## config.mk

```make
export PLATFORM = sky130hd
export DESIGN_NAME = mips_irq_ctl_flat
export DESIGN_NICKNAME = d
export VERILOG_FILES = /design/src/rtl/mips_irq_ctl_pkg.sv /design/src/rtl/mips_irq_ctl_if.sv /design/src/rtl/irq_prio_enc.sv /design/src/rtl/mips_irq_ctl.sv /design/src/flat_wrapper.sv
export SDC_FILE = /design/constraint.sdc
export NUM_CORES = 1
export LEC_CHECK = 0
export ABC_AREA = 0
export CAP_MARGIN = 20
export CORE_ASPECT_RATIO = 1.1
export CORE_MARGIN = 2
export CORE_UTILIZATION = 30
export CTS_BUF_LIST = sky130_fd_sc_hd__clkbuf_4
export CTS_CLUSTER_SIZE = 12
export DETAILED_ROUTE_END_ITERATION = 6
export PLACE_DENSITY_LB_ADDON = 0.12
export SLEW_MARGIN = 20
export SYNTH_ARGS = -nofsm -noshare
export SYNTH_HDL_FRONTEND = slang
export SYNTH_SLANG_ARGS = --single-unit
```

## constraint.sdc

```tcl
create_clock -name clk -period 1.9 [get_ports clk]
set_input_delay 0.475 -clock clk [delete_from_list [all_inputs] [get_ports clk]]
set_output_delay 0.475 -clock clk [all_outputs]
set_load 0.005 [all_outputs]
```

## src/rtl/mips_irq_ctl_pkg.sv

```systemverilog
// mips_irq_ctl shared definitions: register map, FSM states, vector defaults.
// Optional feature macro used by this block: IRQ_SYNC_EN.
package mips_irq_ctl_pkg;

  localparam logic [1:0] IRQ_PEND = 2'd0;
  localparam logic [1:0] IRQ_MASK = 2'd1;
  localparam logic [1:0] IRQ_CTRL = 2'd2;
  localparam logic [1:0] IRQ_ACT  = 2'd3;

  localparam logic [31:0] VEC_BASE_DEF   = 32'h0000_0050;
  localparam logic [31:0] VEC_STRIDE_DEF = 32'd8;

  typedef enum logic [1:0] {
    ST_IDLE,
    ST_REQ,
    ST_SERVICE
  } irq_state_t;

  function automatic logic [31:0] irq_vec(
    input logic [31:0] base,
    input logic [31:0] stride,
    input logic [2:0]  id
  );
    return base + 32'(id) * stride;
  endfunction

endpackage

```

## src/rtl/mips_irq_ctl_if.sv

```systemverilog
// Device-bus and core-interrupt signals of the interrupt controller.
// master = bus/core side, slave = controller side.
interface mips_irq_ctl_if;
  logic [1:0]  addr_i;
  logic [31:0] din_i;
  logic        we_i;
  logic [31:0] dout_o;
  logic        irq_req_o;
  logic [31:0] irq_addr_o;
  logic        irq_ack_i;

  modport master (
    output addr_i, din_i, we_i, irq_ack_i,
    input  dout_o, irq_req_o, irq_addr_o
  );

  modport slave (
    input  addr_i, din_i, we_i, irq_ack_i,
    output dout_o, irq_req_o, irq_addr_o
  );
endinterface

```

## src/rtl/irq_prio_enc.sv

```systemverilog
// Lowest-index-wins priority encoder; id is 3 bits for up to 8 sources.
module irq_prio_enc #(
  parameter int N = 4
) (
  input  logic [N-1:0] req,
  output logic         found,
  output logic [2:0]   id
);

  always_comb begin
    found = 1'b0;
    id    = 3'd0;
    for (int k = N - 1; k >= 0; k--) begin
      if (req[k]) begin
        found = 1'b1;
        id    = 3'(k);
      end
    end
  end

endmodule

```

## src/rtl/mips_irq_ctl.sv

```systemverilog
// Interrupt controller in front of the MIPS core's single irq input.
// Define IRQ_SYNC_EN to add a 2-flop synchronizer on every src_i bit.
module mips_irq_ctl
  import mips_irq_ctl_pkg::*;
#(
  parameter int          NSRC       = 4,
  parameter logic [31:0] VEC_BASE   = VEC_BASE_DEF,
  parameter logic [31:0] VEC_STRIDE = VEC_STRIDE_DEF
) (
  input  logic            clk,
  input  logic            rst,
  input  logic [NSRC-1:0] src_i,
  mips_irq_ctl_if.slave   bus
);

  logic [NSRC-1:0] src_s;
  logic [NSRC-1:0] s1, s2, rise;
  logic [NSRC-1:0] pend, pend_nxt;
  logic [NSRC-1:0] mask, mask_nxt;
  logic [NSRC-1:0] w1c, id_oh, ack_clr;
  logic            gen, gen_nxt;
  logic            wr_pend, wr_mask, wr_ctrl, wr_act;
  logic            ack_ev, live;
  logic            found;
  logic [2:0]      win_id;
  logic [2:0]      id;
  logic            act_v;
  logic [31:0]     rdata;
  irq_state_t      state;

  logic unused_din;
  assign unused_din = ^bus.din_i;

`ifdef IRQ_SYNC_EN
  logic [NSRC-1:0] sy0, sy1;

  always_ff @(posedge clk or posedge rst) begin
    if (rst) begin
      sy0 <= '0;
      sy1 <= '0;
    end else begin
      sy0 <= src_i;
      sy1 <= sy0;
    end
  end

  assign src_s = sy1;
`else
  assign src_s = src_i;
`endif

  always_ff @(posedge clk or posedge rst) begin
    if (rst) begin
      s1 <= '0;
      s2 <= '0;
    end else begin
      s1 <= src_s;
      s2 <= s1;
    end
  end

  assign rise = s1 & ~s2;

  assign wr_pend = bus.we_i && (bus.addr_i == IRQ_PEND);
  assign wr_mask = bus.we_i && (bus.addr_i == IRQ_MASK);
  assign wr_ctrl = bus.we_i && (bus.addr_i == IRQ_CTRL);
  assign wr_act  = bus.we_i && (bus.addr_i == IRQ_ACT);
  assign ack_ev  = (state == ST_REQ) && bus.irq_ack_i;

  always_comb begin
    id_oh = '0;
    for (int k = 0; k < NSRC; k++) begin
      id_oh[k] = (id == 3'(k));
    end
  end

  assign w1c     = wr_pend ? bus.din_i[NSRC-1:0] : '0;
  assign ack_clr = ack_ev ? id_oh : '0;

  // A fresh edge beats both W1C and the ack clear of the same bit.
  assign pend_nxt = (pend & ~w1c & ~ack_clr) | rise;
  assign mask_nxt = wr_mask ? bus.din_i[NSRC-1:0] : mask;
  assign gen_nxt  = wr_ctrl ? bus.din_i[0] : gen;
  assign live     = gen_nxt && |(pend_nxt & mask_nxt & id_oh);

  irq_prio_enc #(
    .N (NSRC)
  ) u_prio (
    .req   (pend & mask & {NSRC{gen}}),
    .found (found),
    .id    (win_id)
  );

  always_comb begin
    rdata = '0;
    unique case (bus.addr_i)
      IRQ_PEND: rdata = 32'(pend);
      IRQ_MASK: rdata = 32'(mask);
      IRQ_CTRL: rdata = {31'b0, gen};
      IRQ_ACT:  rdata = act_v ? {1'b1, 27'b0, 1'b0, id} : '0;
    endcase
  end

  always_ff @(posedge clk or posedge rst) begin
    if (rst) begin
      pend       <= '0;
      mask       <= '0;
      gen        <= 1'b0;
      bus.dout_o <= '0;
    end else begin
      pend       <= pend_nxt;
      mask       <= mask_nxt;
      gen        <= gen_nxt;
      bus.dout_o <= rdata;
    end
  end

  always_ff @(posedge clk or posedge rst) begin
    if (rst) begin
      state          <= ST_IDLE;
      id             <= '0;
      act_v          <= 1'b0;
      bus.irq_req_o  <= 1'b0;
      bus.irq_addr_o <= '0;
    end else begin
      unique case (state)
        ST_IDLE: begin
          if (found) begin
            id             <= win_id;
            bus.irq_addr_o <= irq_vec(VEC_BASE, VEC_STRIDE, win_id);
            bus.irq_req_o  <= 1'b1;
            state          <= ST_REQ;
          end
        end
        ST_REQ: begin
          if (ack_ev) begin
            bus.irq_req_o <= 1'b0;
            act_v         <= 1'b1;
            state         <= ST_SERVICE;
          end else if (!live) begin
            bus.irq_req_o <= 1'b0;
            state         <= ST_IDLE;
          end
        end
        ST_SERVICE: begin
          if (wr_act) begin
            act_v <= 1'b0;
            state <= ST_IDLE;
          end
        end
        default: state <= ST_IDLE;
      endcase
    end
  end

endmodule

```

## src/flat_wrapper.sv

```systemverilog
// flat-port wrapper written by rule: the top's interface ports become plain ports
module mips_irq_ctl_flat import mips_irq_ctl_pkg::*;
#(
  parameter int          NSRC       = 4,
  parameter logic [31:0] VEC_BASE   = VEC_BASE_DEF,
  parameter logic [31:0] VEC_STRIDE = VEC_STRIDE_DEF
)
  (clk, rst, src_i, bus_addr_i, bus_din_i, bus_we_i, bus_irq_ack_i, bus_dout_o, bus_irq_req_o, bus_irq_addr_o);
  mips_irq_ctl_if bus_i ();
  input  logic clk;
  input  logic rst;
  input  logic [NSRC-1:0] src_i;
  input wire logic [$bits(bus_i.addr_i)-1:0] bus_addr_i;
  input wire logic [$bits(bus_i.din_i)-1:0] bus_din_i;
  input wire logic [$bits(bus_i.we_i)-1:0] bus_we_i;
  input wire logic [$bits(bus_i.irq_ack_i)-1:0] bus_irq_ack_i;
  output wire logic [$bits(bus_i.dout_o)-1:0] bus_dout_o;
  output wire logic [$bits(bus_i.irq_req_o)-1:0] bus_irq_req_o;
  output wire logic [$bits(bus_i.irq_addr_o)-1:0] bus_irq_addr_o;
  assign bus_i.addr_i = bus_addr_i;
  assign bus_i.din_i = bus_din_i;
  assign bus_i.we_i = bus_we_i;
  assign bus_i.irq_ack_i = bus_irq_ack_i;
  assign bus_dout_o = bus_i.dout_o;
  assign bus_irq_req_o = bus_i.irq_req_o;
  assign bus_irq_addr_o = bus_i.irq_addr_o;
  mips_irq_ctl #(.NSRC(NSRC), .VEC_BASE(VEC_BASE), .VEC_STRIDE(VEC_STRIDE)) u_core (.clk(clk), .rst(rst), .src_i(src_i), .bus(bus_i));
endmodule
```

==> impl_metrics.json, run 1 <==
{
  "status": "finished, final reports clean",
  "coreArea_um2": 5660,
  "avgViaCountPerCell": 4.05,
  "slowest_stage": "sky130_fd_sc_hd__clkdlybuf4s50_1",
  "tritoncts_clock_tree": "built",
  "sequential_cell_area_um2": 752,
  "arrival_time_at_the_worst_endpoint_ns": 1.34,
  "reg2regPathDepth": 7,
  "p_total_mw": 2.12,
  "number_of_stages_on_the_worst_hold_path": 0,
  "postSynthRegisterBits": 30,
  "worst_clock_skew_ns": 0.0178,
  "ir_drop_mv": 0.491,
  "fp.dieH_um": 83.8,
  "hold_buffers": 0,
  "criticalPathCategory": "flop to output port",
  "ios": 107,
  "netlist_area_um2": 1740,
  "clk_transition_reported_paths_ns": 0.09,
  "antennaDiodeCount": 0,
  "gpl.final_weighted_congestion": 0.863,
  "via_count": 1196,
  "largest_stage_delay_on_the_critical_path_ns": 0.54,
  "multi_input_comb_area_um2": 825,
  "clkSinkCount": 30,
  "async_reset_ff_share_pct": 100,
  "placed_instances": 283,
  "met1_usage_pct": 13.3,
  "rows": 29,
  "postSynthCellCount": 173,
  "period_share_pct": 95.3,
  "cp-end-kind": "output port",
  "final_nets": 260,
  "fin_area_um2": 2140,
  "drt.antenna.violating_nets": 0,
  "cp_top_family": "buffers and inverters",
  "grt_start_max_net_pins": 31,
  "max_clock_freq_mhz": 552,
  "detail_route.iter0.violations": 39,
  "seq_area_frac_synth_pct": 43.3,
  "die_w_um": 76.5,
  "start_kind": "flop",
  "grt_pass1_vias": 1150,
  "clock_tree.buffer_depth": 2,
  "netlist.top_cell.by_area": "sky130_fd_sc_hd__dfrtp_1",
  "timing_max_transition_violations_final": 0,
  "period_minus_slack_ns": 1.81,
  "timing.slew.headroom_pct": 65.5,
  "rsz0062_at_grt": "no",
  "io_buffers": 23,
  "tritoncts.num_buffers": 5,
  "routed_wl_mm": 3.52,
  "cts_root_cell": "sky130_fd_sc_hd__clkbuf_4",
  "grt.met2_usage_pct": 19.2,
  "tightestPinTransition_ns": 0.512,
  "worstPathRequired_ns": 1.42,
  "power.density_cell_area_nw_per_um2": 991,
  "ys.warnings.count": 0,
  "path_depth": 1,
  "htreeDepth": 2,
  "synthToLayoutAreaGrowth_pct": 23.2,
  "globalRoute.busiestLayer": "met2",
  "layoutNonFillerInstCount": 295,
  "main_area_contributors_after_synthesis": "sky130_fd_sc_hd__dfrtp_1 (43%), sky130_fd_sc_hd__buf_4 (24%), sky130_fd_sc_hd__mux2i_1 (4.0%), sky130_fd_sc_hd__o21ai_0 (3.2%), sky130_fd_sc_hd__nand2_1 (3.0%)",
  "die-area_um2": 6410,
  "critical_path.max_fanout": 8,
  "grt_use_met3_pct": 3.46,
  "maxCapViolCount": 0,
  "ys.flop_type": "sky130_fd_sc_hd__dfrtp_1",
  "antenna_violations_before_repair": 0,
  "layout-drive-gt1-share_pct": 19.3,
  "grt_first_pass_wirelength_mm": 5.64,
  "synth_largest_type_area_fraction_pct": 43.3,
  "path_cells": "clkdlybuf4s50_1",
  "hp-class": "flop to flop",
  "synth.avg_cell_area_um2": 10.0,
  "combined_global_route_utilization_of_all_metal_layers_pct": 11.3,
  "placedInstanceArea_um2": 1930,
  "count_of_cell_types_in_the_netlist": 32,
  "final_setup_violation_count": 0,
  "detail_route.drc_violations": 0,
  "initial_utilization_pct": 30.7,
  "nFillCells": 584,
  "p_leak_nw": 1.01,
  "globalRoute.totalOverflow": 0,
  "final_hold_viol_count": 0,
  "worstSkewPairLatency_ns": 0.33,
  "synth-edff-count": 0,
  "hpwl_after_detailed_placement_mm": 2.73,
  "drt-pass1-iter-count": 4,
  "routedWlPerCell_um": 11.9,
  "cp_num_buf_inv": 1
}
[per-layer routing]
layer | up-vias | part of all wire, %
met5 | - | 0
met4 | 0 | 1.2
met3 | 6 | 6.1
met2 | 55 | 53
met1 | 576 | 40
li1 | 559 | -
[sequential cells by signal, summed over array words and instances (netlist names)]
signal / cells
u_core.bus.irq_req_o: 1
u_core.id: 1
u_core.gen: 1
u_core.mask: 4
u_core.bus.irq_addr_o: 3
u_core.bus.dout_o: 5
u_core.s1: 4
u_core.pend: 4
u_core.act_v: 1
u_core.state: 2
u_core.s2: 4
[synth_stat cells, drive strengths merged, types with 2 or more instances]
| cell | number |
|---|---|
| nor3 | 3 |
| nand3 | 3 |
| o21ai | 11 |
| mux2i | 7 |
| nor2 | 3 |
| nand3b | 4 |
| o211ai | 6 |
| a21boi | 2 |
| inv | 8 |
| nand2 | 14 |
| dfrtp | 30 |
| nand2b | 6 |
| a2111oi | 4 |
| buf | 58 |
[kinds of logic (layout without fill, tap and decap cells)]
kind of cell	count (synthesis)	in the layout	synth area share (%)
buffers and inverters	67	58	27.7
AND/OR/NAND/NOR	38	38	11.3
flip-flops	30	30	43.3
AO/OA/AOI/OAI	28	28	11.5
other	1	55	0.216
multiplexers	9	9	5.98
[report_power, final]
group	switching [mW]	internal, mW	leakage, nW	total [mW]
Clock	0.211	0.168	0.0322	0.379
Sequential	0.125	0.773	0.344	0.899
Combinational	0.418	0.423	0.638	0.842
Total	0.755	1.36	1.01	2.12
[final timing paths]
path,from,end,slack [ns]
worst max-delay path,u_core.id[0]$_DFFE_PP0P_,bus_irq_addr_o[3],0.09
worst min-delay path,u_core.s1[2]$_DFF_PP0_,u_core.s2[2]$_DFF_PP0_,0.39
worst max register to register,u_core.state[1]$_DFFE_PP0P_,u_core.bus.irq_req_o$_DFFE_PP0P_,0.25
worst min register to register,u_core.s1[2]$_DFF_PP0_,u_core.s2[2]$_DFF_PP0_,0.39
max in group asynchronous,rst,u_core.id[0]$_DFFE_PP0P_,1.07
min in group asynchronous,rst,u_core.pend[2]$_DFF_PP0_,0.51
[cells in the final DEF (no fill, tap or decap), types with 3 or more instances in the layout]
| cell type | Yosys | routed |
|---|---|---|
| sky130_fd_sc_hd__conb_1 | 1 | 55 |
| sky130_fd_sc_hd__dfrtp_1 | 30 | 29 |
| sky130_fd_sc_hd__clkdlybuf4s50_1 | 0 | 19 |
| sky130_fd_sc_hd__buf_4 | 55 | 19 |
| sky130_fd_sc_hd__nand2_1 | 14 | 14 |
| sky130_fd_sc_hd__o21ai_0 | 11 | 10 |
| sky130_fd_sc_hd__inv_1 | 8 | 8 |
| sky130_fd_sc_hd__clkbuf_4 | 0 | 7 |
| sky130_fd_sc_hd__nand2b_1 | 6 | 6 |
| sky130_fd_sc_hd__mux2i_1 | 7 | 4 |
| sky130_fd_sc_hd__o211ai_1 | 4 | 4 |
| sky130_fd_sc_hd__nor2_1 | 3 | 3 |
| sky130_fd_sc_hd__nand3b_1 | 3 | 3 |
| sky130_fd_sc_hd__nor3_1 | 3 | 3 |
| sky130_fd_sc_hd__nand3_1 | 3 | 3 |
| sky130_fd_sc_hd__a2111oi_4 | 0 | 3 |
[layout make-up]
type	instances	area share [%]
tap	77	4.51
multi-input combinational	130	38.6
clock buffer	7	2.46
sequential	30	35.2
timing repair buffer	43	17.9
inverter	8	1.40
[timing repair]
action / CTS / global route
setup buffers: 2 / 3
setup endpoints to repair: 2 / 2
cloned: 0 / 0
gates resized for setup: 15 / 12
pin swaps: 4 / 9
[through the flow]
stage / hold WS, ns / utilization, % / worst slack [ns] / TNS [ns]
CTS: 0.390 / 36.3 / -0.0183 / -0.0355
finish: 0.389 / 37.8 / 0.0891 / 0
detailed placement: 0.369 / 34.0 / -0.448 / -1.13
floorplan: 0.355 / - / 0.0839 / 0
global route: 0.398 / 37.8 / 0.0238 / 0
global placement: 0.365 / 34.0 / -0.475 / -1.15
No activity file was read; power rests on OpenSTA's default activity.
==> inputs of run 2 (changes only) <==
--- a/config.mk
+++ b/config.mk
@@ -8,12 +8,13 @@
 export ABC_AREA = 0
 export CAP_MARGIN = 20
 export CORE_ASPECT_RATIO = 1.1
-export CORE_MARGIN = 2
-export CORE_UTILIZATION = 30
+export CORE_MARGIN = 1.5
+export CORE_UTILIZATION = 38
 export CTS_BUF_LIST = sky130_fd_sc_hd__clkbuf_4
 export CTS_CLUSTER_SIZE = 12
 export DETAILED_ROUTE_END_ITERATION = 6
 export PLACE_DENSITY_LB_ADDON = 0.12
+export SKIP_CTS_REPAIR_TIMING = 1
 export SLEW_MARGIN = 20
 export SYNTH_ARGS = -nofsm -noshare
 export SYNTH_HDL_FRONTEND = slang
==> impl_metrics.json, run 2 (same netlist as run 1, synthesis figures left out) <==
{
  "status": "finished, final reports clean",
  "timing_max_transition_violations_final": 0,
  "p_leak_nw": 0.970,
  "synthToLayoutAreaGrowth_pct": 14.5,
  "cts_root_cell": "sky130_fd_sc_hd__clkbuf_4",
  "grt_start_max_net_pins": 31,
  "drt-pass1-iter-count": 4,
  "cp-end-kind": "flop",
  "setup_tns_ns": 0,
  "worst_clock_skew_ns": 0.00344,
  "layoutNonFillerInstCount": 264,
  "power_frac_seq_pct": 47.7,
  "timing.rr.end": "u_core.bus.irq_req_o$_DFFE_PP0P_",
  "globalRoute.totalOverflow": 0,
  "largest_reg_flops": 5,
  "final_nets": 253,
  "clk_transition_reported_paths_ns": 0.08,
  "clkSinkCount": 30,
  "power_switching_share_pct": 34.7,
  "avgViaCountPerCell": 4.37,
  "ios": 107,
  "tritoncts.num_buffers": 5,
  "period_share_pct": 95.9,
  "grt_first_pass_wirelength_mm": 4.82,
  "antennaDiodeCount": 0,
  "post-route-util_pct": 45.7,
  "io_buffers": 23,
  "coreArea_um2": 4350,
  "criticalPathCategory": "input pin to flop",
  "maxCapViolCount": 0,
  "arrival_time_at_the_worst_endpoint_ns": 2.08,
  "via_count": 1153,
  "routed_wl_mm": 3.23,
  "sequential_cell_area_um2": 753,
  "antenna_violations_before_repair": 0,
  "critical_path.max_fanout": 7,
  "grt_use_met3_pct": 4.44,
  "routedWlPerCell_um": 12.2,
  "hpwl_after_detailed_placement_mm": 2.41,
  "net_sw_power_mw": 0.669,
  "multi_input_comb_area_um2": 756,
  "detail_route.drc_violations": 0,
  "power.density_cell_area_nw_per_um2": 970,
  "timing.final.ws_setup_ns": 0.0778,
  "nFillCells": 432,
  "p_total_mw": 1.93,
  "met1_usage_pct": 16.1,
  "timing.reg2reg.setup_slack_ns": 0.25,
  "clock_tree.buffer_depth": 2,
  "p_comb_share_pct": 34.8,
  "htreeDepth": 2,
  "dpl_worst_slack_ns": -0.503,
  "start_kind": "input pin",
  "fp.dieH_um": 73.9,
  "reg2regPathDepth": 7,
  "drt.antenna.violating_nets": 0,
  "timing.critical_path.from": "bus_irq_ack_i",
  "detail_route.iter0.violations": 44,
  "final_setup_violation_count": 0,
  "grt.met2_usage_pct": 21.7,
  "combined_global_route_utilization_of_all_metal_layers_pct": 14.1,
  "max_clock_freq_mhz": 549,
  "grt_pass1_vias": 1020,
  "hp-class": "flop to flop",
  "worstPathRequired_ns": 2.16,
  "ir_drop_mv": 0.426,
  "layout-drive-gt1-share_pct": 15.2,
  "period_minus_slack_ns": 1.82,
  "power.share.clock_pct": 17.5,
  "layout.cells.most_common": "sky130_fd_sc_hd__conb_1",
  "placed_instances": 256,
  "rows": 25,
  "globalRoute.busiestLayer": "met2",
  "worst_r2r_startpoint": "u_core.state[0]$_DFFE_PP0P_",
  "die-area_um2": 4980,
  "p_int_mw": 1.26,
  "gpl.final_weighted_congestion": 0.878,
  "initial_utilization_pct": 39.9,
  "die_w_um": 67.4,
  "final_hold_viol_count": 0,
  "crit_path_end": "u_core.bus.irq_req_o$_DFFE_PP0P_",
  "commonest_non_fill_non_tap_cells_in_the_layout": "sky130_fd_sc_hd__conb_1 (55), sky130_fd_sc_hd__dfrtp_1 (28), sky130_fd_sc_hd__clkdlybuf4s50_1 (20)",
  "worstSkewPairLatency_ns": 0.34,
  "tritoncts_clock_tree": "built",
  "registers.top_by_ff_count": "u_core.bus.dout_o"
}
## run 2: changes by cell type in the layout (fill, tap and decap cells not counted), sizes merged
cell / delta
buf: -7
clkbuf: -3
clkdlybuf4s50: +1
clkinv: +1
dlygate4sd2: -1
dlymetal6s2s: +1
## run 2: layer usage
layer | part of all wire (%) | vias up | wire length (um)
met4 | 3.3 | 0 | 106
met3 | 5.9 | 10 | 189
met2 | 51 | 51 | 1630
li1 | - | 544 | -
met5 | 0 | - | 0
met1 | 40 | 548 | 1300
## run 2: worst max-delay path, cell delays in order
cell and delay [ns]:
sky130_fd_sc_hd__clkdlybuf4s50_1 0.42, sky130_fd_sc_hd__nand3b_1 0.09, sky130_fd_sc_hd__buf_4 0.16, sky130_fd_sc_hd__o211ai_2 0.09, sky130_fd_sc_hd__a2111oi_0 0.42, sky130_fd_sc_hd__o41ai_1 0.14
sky130_fd_sc_hd__buf_4 0.15, sky130_fd_sc_hd__o211ai_1 0.14
## run 2: power by group through the flow
stage	combinational, mW	clock, mW	sequential [mW]
floorplan	0.414	0	0.889
global placement	0.614	0	0.914
detailed placement	0.617	0	0.913
CTS	0.621	0.343	0.901
global route	0.752	0.378	0.940
finish	0.672	0.337	0.919
## run 2: cell type report
type	count	share of cell area [%]
Inverter	8	1.51
Timing Repair Buffer	36	17.1
Sequential cell	30	37.9
Clock buffer	5	1.89
Multi-Input combinational cell	130	38.0
Clock inverter	1	0.189
Tap cell	54	3.40
## run 2: per-stage QoR
step                cell area [um^2]  hold WS, ns
finish                          1990        0.383
global placement                1870        0.365
floorplan                       1940        0.355
global route                    1990        0.401
CTS                             1910        0.387
detailed placement              1870        0.368
## run 2: how the worst min path moves through the flow
stage	depth (start not counted)	slack [ns]	end	startpoint
after floorplan	0	0.35	u_core.s2[0]$_DFF_PP0_	u_core.s1[0]$_DFF_PP0_
after global placement	0	0.37	u_core.s2[2]$_DFF_PP0_	u_core.s1[2]$_DFF_PP0_
after detailed placement	0	0.37	u_core.s2[3]$_DFF_PP0_	u_core.s1[3]$_DFF_PP0_
after CTS	0	0.39	u_core.s2[3]$_DFF_PP0_	u_core.s1[3]$_DFF_PP0_
after global routing	0	0.40	u_core.s2[3]$_DFF_PP0_	u_core.s1[3]$_DFF_PP0_
final	0	0.38	u_core.s2[2]$_DFF_PP0_	u_core.s1[2]$_DFF_PP0_
